--- config.mk ---
export PLATFORM = sky130hd
export DESIGN_NAME = bi_link_ctrl
export DESIGN_NICKNAME = d
export VERILOG_FILES = /design/src/rtl/bi_link_pkg.sv /design/src/rtl/bi_link_ctrl.sv
export SDC_FILE = /design/constraint.sdc
export NUM_CORES = 1
export LEC_CHECK = 0
export ABC_AREA = 1
export CAP_MARGIN = 40
export CELL_PAD_IN_SITES_DETAIL_PLACEMENT = 0
export CELL_PAD_IN_SITES_GLOBAL_PLACEMENT = 2
export CORE_MARGIN = 2
export CORE_UTILIZATION = 31
export CTS_CLUSTER_SIZE = 24
export DETAILED_ROUTE_END_ITERATION = 16
export PLACE_DENSITY_LB_ADDON = 0.1
export SLEW_MARGIN = 25
export SYNTH_ARGS = -nofsm -noshare
export SYNTH_HDL_FRONTEND = slang
export SYNTH_SLANG_ARGS = --single-unit
--- constraint.sdc ---
create_clock -name clk -period 2.1 [get_ports clk]
set_input_delay 0.315 -clock clk [delete_from_list [all_inputs] [get_ports clk]]
set_output_delay 0.315 -clock clk [all_outputs]
set_load 0.1 [all_outputs]
--- src/rtl/bi_link_pkg.sv ---
// Shared types and helpers for the bidirectional link direction controller.
// Side/state encodings plus parameter lower bounds used by the elaboration checks.
package bi_link_pkg;

    typedef enum logic [1:0] {ST_IDLE, ST_OWN1, ST_OWN2, ST_TURN} link_state_t;
    typedef enum logic {SIDE1, SIDE2} link_side_t;

    localparam int HOLD_MAX_MIN    = 1;
    localparam int TURN_CYCLES_MIN = 1;

    function automatic int max_int(input int a, input int b);
        return (a > b) ? a : b;
    endfunction

    function automatic link_side_t other_side(input link_side_t s);
        if (s == SIDE1) return SIDE2;
        return SIDE1;
    endfunction

    function automatic link_state_t own_state(input link_side_t s);
        if (s == SIDE1) return ST_OWN1;
        return ST_OWN2;
    endfunction

    function automatic logic side_req(input link_side_t s, input logic r1, input logic r2);
        return (s == SIDE1) ? r1 : r2;
    endfunction

endpackage

--- src/rtl/bi_link_ctrl.sv ---
// Direction controller for one bidirectional router-to-router link: grants one side at a
// time, inserts a turnaround bubble on every direction change and bounds hold time.
module bi_link_ctrl
    import bi_link_pkg::*;
#(
    parameter int HOLD_MAX    = 8,
    parameter int TURN_CYCLES = 1,
    parameter int CNT_W       = 16
) (
    input  logic             clk,
    input  logic             rst,
    input  logic             req1,
    input  logic             req2,
    output logic             inout_select1,
    output logic             inout_select2,
    output logic             turning,
    output logic [CNT_W-1:0] switch_cnt
);

    if (HOLD_MAX < HOLD_MAX_MIN) begin : g_bad_hold_max
        $error("bi_link_ctrl: HOLD_MAX must be at least 1");
    end
    if (TURN_CYCLES < TURN_CYCLES_MIN) begin : g_bad_turn_cycles
        $error("bi_link_ctrl: TURN_CYCLES must be at least 1");
    end

    // Hold and turn counting never overlap, so one register serves both.
    localparam int CW = $clog2(max_int(HOLD_MAX, TURN_CYCLES) + 1);
    localparam logic [CW-1:0] HOLD_LAST = CW'(HOLD_MAX - 1);
    localparam logic [CW-1:0] TURN_LAST = CW'(TURN_CYCLES - 1);

    link_state_t state, state_nxt;
    link_side_t  last_owner, last_nxt;
    link_side_t  target, target_nxt;
    link_side_t  own_side, alt_side;
    logic [CW-1:0] cnt, cnt_nxt;
    logic          own_req, oth_req;

    always_comb begin
        // NOTE: every output of this block gets a default first so no latch is inferred.
        state_nxt  = state;
        last_nxt   = last_owner;
        target_nxt = target;
        cnt_nxt    = cnt;
        own_side   = (state == ST_OWN2) ? SIDE2 : SIDE1;
        alt_side   = other_side(target);
        own_req    = side_req(own_side, req1, req2);
        oth_req    = side_req(other_side(own_side), req1, req2);

        case (state)
            ST_IDLE: begin
                if (req1 && (!req2 || last_owner == SIDE2)) begin
                    state_nxt = ST_OWN1;
                    last_nxt  = SIDE1;
                    cnt_nxt   = '0;
                end else if (req2) begin
                    state_nxt = ST_OWN2;
                    last_nxt  = SIDE2;
                    cnt_nxt   = '0;
                end
            end
            ST_OWN1, ST_OWN2: begin
                if (!own_req && !oth_req) begin
                    state_nxt = ST_IDLE;
                    cnt_nxt   = '0;
                end else if (oth_req && (!own_req || cnt == HOLD_LAST)) begin
                    state_nxt  = ST_TURN;
                    target_nxt = other_side(own_side);
                    cnt_nxt    = '0;
                end else if (cnt != HOLD_LAST) begin
                    cnt_nxt = cnt + 1'b1;
                end
            end
            ST_TURN: begin
                if (cnt == TURN_LAST) begin
                    cnt_nxt = '0;
                    // A withdrawn target hands straight to the other side without a second bubble.
                    if (side_req(target, req1, req2)) begin
                        state_nxt = own_state(target);
                        last_nxt  = target;
                    end else if (side_req(alt_side, req1, req2)) begin
                        state_nxt = own_state(alt_side);
                        last_nxt  = alt_side;
                    end else begin
                        state_nxt = ST_IDLE;
                    end
                end else begin
                    cnt_nxt = cnt + 1'b1;
                end
            end
            default: state_nxt = ST_IDLE;
        endcase
    end

    // NOTE: state registers use non-blocking assignments so every flop samples pre-edge values.
    always_ff @(posedge clk) begin
        if (rst) begin
            state         <= ST_IDLE;
            last_owner    <= SIDE2;
            target        <= SIDE1;
            cnt           <= '0;
            inout_select1 <= 1'b0;
            inout_select2 <= 1'b0;
            turning       <= 1'b0;
            switch_cnt    <= '0;
        end else begin
            state         <= state_nxt;
            last_owner    <= last_nxt;
            target        <= target_nxt;
            cnt           <= cnt_nxt;
            inout_select1 <= (state_nxt == ST_OWN1);
            inout_select2 <= (state_nxt == ST_OWN2);
            turning       <= (state_nxt == ST_TURN);
            if (state_nxt == ST_TURN && state != ST_TURN && switch_cnt != '1) begin
                switch_cnt <= switch_cnt + 1'b1;
            end
        end
    end

endmodule

==> run summary <==
instance count after placement with tap cells included: 339
sequential fraction of the synthesis area: 31.2%
Layout Skew: 0.0130 ns
Row Count: 27
fin nets: 284
overall routed net length: 4.53 mm
number of non-filler instances in the completed layout: 344
count of distinct cell types in the synthesized netlist: 32
switching share of total power: 40.2%
proportion of power drawn by flip-flops and latches: 39.6%
routed length per placed instance: 13.2 µm
sort of element at the end of the critical path: flop
maximum clock path buffer count: 2
vias in the first global route: 1,552
internal power of the cells: 859 µW
antenna violations before repair: 0
power per standard cell area: 677 nW/µm²
number of nets in the synthesized netlist: 249
Mean Syn Cell Area: 7.28 µm²
kind of cell adding the most delay to the critical path: simple AND/OR/NAND/NOR gates
leakage power: 0.000856 µW
slowest cell on the critical path: dfxtp_2
number of endpoints with negative hold slack in the final report: 0
die width: 78.8 µm
postcts setup bufs: 0
Top-Level Pins: 23
Switch Pwr: 576 µW
pin slew with the least headroom to its limit: 0.495 ns
global-route wire length before repair: 7.73 mm
die outline area: 6200 µm²
total overflow reported by the global router: 0
Post-CTS Hold Buffers: 0
fraction of final layout cells sized beyond drive strength 1: 23.9%
Core Util, Final: 39.0%
max_slew headroom: 66.6%
start-to-end type of the worst setup path: reg -> reg
area overhead of the layout relative to synthesis: 22.3%
final cycle utilization of the critical path: 89.9%
initial DRC count: 84
Synth Register Bits: 27
post-layout min period: 1.89 ns
required time of the worst setup path: 2.27 ns
number of routed nets with antenna violations: 0
HP Class: reg -> reg
buffer cell driving the clock tree root: clkbuf_8
library cell appearing most often on the critical path: nand2_1
timing-limited maximum frequency: 0.530 GHz
launching element type of the critical path: flop
clock sink total: 27
HPWL after DPL: 3.30 mm
Clk pwr share: 21.4%
Final Setup Violations: 0
PnR Total Power: 1440 µW
Placer Congestion: 0.765
layout filler cell count: 569
clock network latency to the later pin of the worst-skew pair: 0.28 ns
CTS tree: built
largest stage delay on the critical path: 0.39 ns
number of optimization iterations in the first detailed-route pass: 4
total standard cell area after synthesis: 1730 µm²
worst-case vdd ir drop: 0.000496 V
cell count after synthesis: 238
overall routing resource usage: 15.5%
starting density of the core: 31.9%
max-slew violations: 0
port buffer count: 22
synthesis warning total: 0
number of H-tree branching levels: 1
number of vias in the routed layout: 1,626
maximum number of pins on one net before global-route repair: 22
number of vias per cell after detailed routing: 4.73
placeable core region: 5440 µm²
Critical path buffers and inverters: 0
diodes inserted: 0
number of buffers created by CTS: 3
Die Y: 78.8 µm
RSZ-0062 raised after global routing: false
status: finished, final reports clean
PostCTS Resize Cnt: 0
Post-route DRC: 0
total of max-cap violations: 0
clock edge transition at the registers on the reported setup and hold paths: 0.09 ns
crit path max fanout: 6
Worst EP arrival: 2.06 ns
Comb pwr share: 39.0%
cells along the critical path: ha_1 -> nand2_1 -> nor3_4 -> nand3_1 -> nor3_1 -> nand4_1 -> nand2_1 -> nor2_1
## cells in the final DEF, fill, tap and decap left out, types with 6 or more instances in the layout
| master | n |
|---|---|
| dfxtp_1 | 14 |
| nor3_1 | 6 |
| o21ai_0 | 7 |
| nor2_1 | 20 |
| nand2_1 | 53 |
| xnor2_1 | 6 |
| inv_1 | 23 |
| nand4_1 | 17 |
| buf_4 | 31 |
| xor2_1 | 7 |
| a21oi_1 | 20 |
| nand3_1 | 15 |
| dfxtp_2 | 13 |
| ha_1 | 7 |
## final cells by class
type | count | area, µm² | share of cell area [%]
clock buffer | 4 | 45.0 | 2.13
inverter | 25 | 93.8 | 4.43
multi-input combinational | 180 | 1050 | 49.5
sequential | 27 | 557 | 26.3
tap | 72 | 90.1 | 4.25
timing repair buffer | 36 | 285 | 13.5
## per-layer routing
metal | GRT usage [%] | part of all wire [%] | vias to the layer above
met5 | 0 | 0 | -
met4 | 4.21 | 0.71 | 0
met3 | 2.05 | 2.7 | 2
met2 | 21.9 | 41 | 19
met1 | 24.2 | 56 | 733
li1 | - | - | 872
## worst reg2reg max path, stage by stage (launching register included)
cell,delay (ns)
dfxtp_2,0.39
ha_1,0.19
nand2_1,0.11
nor3_4,0.34
nand3_1,0.21
nor3_1,0.30
nand4_1,0.14
nand2_1,0.07
nor2_1,0.04
## flip-flops by register name (all words and copies together) (netlist names)
| name | flops |
|---|---|
| inout_select2 | 1 |
| target | 1 |
| state | 2 |
| switch_cnt | 16 |
| cnt | 4 |
| last_owner | 1 |
| turning | 1 |
| inout_select1 | 1 |
## power by group through the flow
stage               Clock (µW)  Combinational [µW]  Sequential (µW)
finish                     307                 560              569
global route               347                 617              573
CTS                        320                 535              567
detailed placement           0                 534              578
global placement             0                 540              578
floorplan                    0                 321              671
## kinds of logic after synthesis
logic type	count (synthesis)	synth area share, %
AO/OA/AOI/OAI	35	11.1
adder cells (fa/ha/maj)	7	5.05
AND/OR/NAND/NOR	123	36.1
flip-flops	27	31.2
XOR/XNOR	13	6.57
multiplexers	1	0.650
buffers and inverters	32	9.31
## Yosys cell counts
library cell / instances / area, µm²
nand2_1: 53 / 199
dfxtp_1: 27 / 541
inv_1: 24 / 90.1
nor2_1: 21 / 78.8
a21oi_1: 20 / 100
nand4_1: 17 / 106
nand3_1: 15 / 75.1
ha_1: 7 / 87.6
o21ai_0: 7 / 35.0
xor2_1: 7 / 61.3
nor3_1: 6 / 30.0
xnor2_1: 6 / 52.6
buf_6: 4 / 45.0
a31oi_1: 2 / 12.5
clkbuf_1: 2 / 7.51
nand2_2: 2 / 12.5
nand3b_1: 2 / 15.0
o211ai_1: 2 / 15.0
a211oi_1: 1 / 7.51
a21oi_2: 1 / 8.76
buf_8: 1 / 15.0
inv_2: 1 / 3.75
mux2_2: 1 / 11.3
nand2_4: 1 / 11.3
nand3_4: 1 / 17.5
nand4_2: 1 / 12.5
nand4_4: 1 / 21.3
nor2_8: 1 / 20.0
nor3_2: 1 / 10.0
nor3_4: 1 / 16.3
o21ai_1: 1 / 5.00
o21ai_2: 1 / 8.76
## final timing paths
check / cells after the start / from / to / slack, ns
hold / removal: 2 / cnt[3] / cnt[3] / 0.46
setup / recovery: 8 / switch_cnt[0] / switch_cnt[12] / 0.21
setup reg to reg: 8 / switch_cnt[0] / switch_cnt[12] / 0.21
hold reg to reg: 2 / cnt[3] / cnt[3] / 0.46
## through the flow
| stage | instance area, µm² | setup TNS [ns] | hold slack, ns | setup slack (ns) |
|---|---|---|---|---|
| after floorplan | 1750 | 0 | 0.393 | 0.0228 |
| after CTS | 2090 | 0 | 0.467 | 0.0992 |
| after global routing | 2120 | 0 | 0.501 | 0.00808 |
| after detailed placement | 2050 | 0 | 0.453 | 0.00480 |
| final | 2120 | 0 | 0.462 | 0.212 |
| after global placement | 2050 | -0.435 | 0.449 | -0.0509 |
Note: power is estimated with default switching activity, not from simulation.
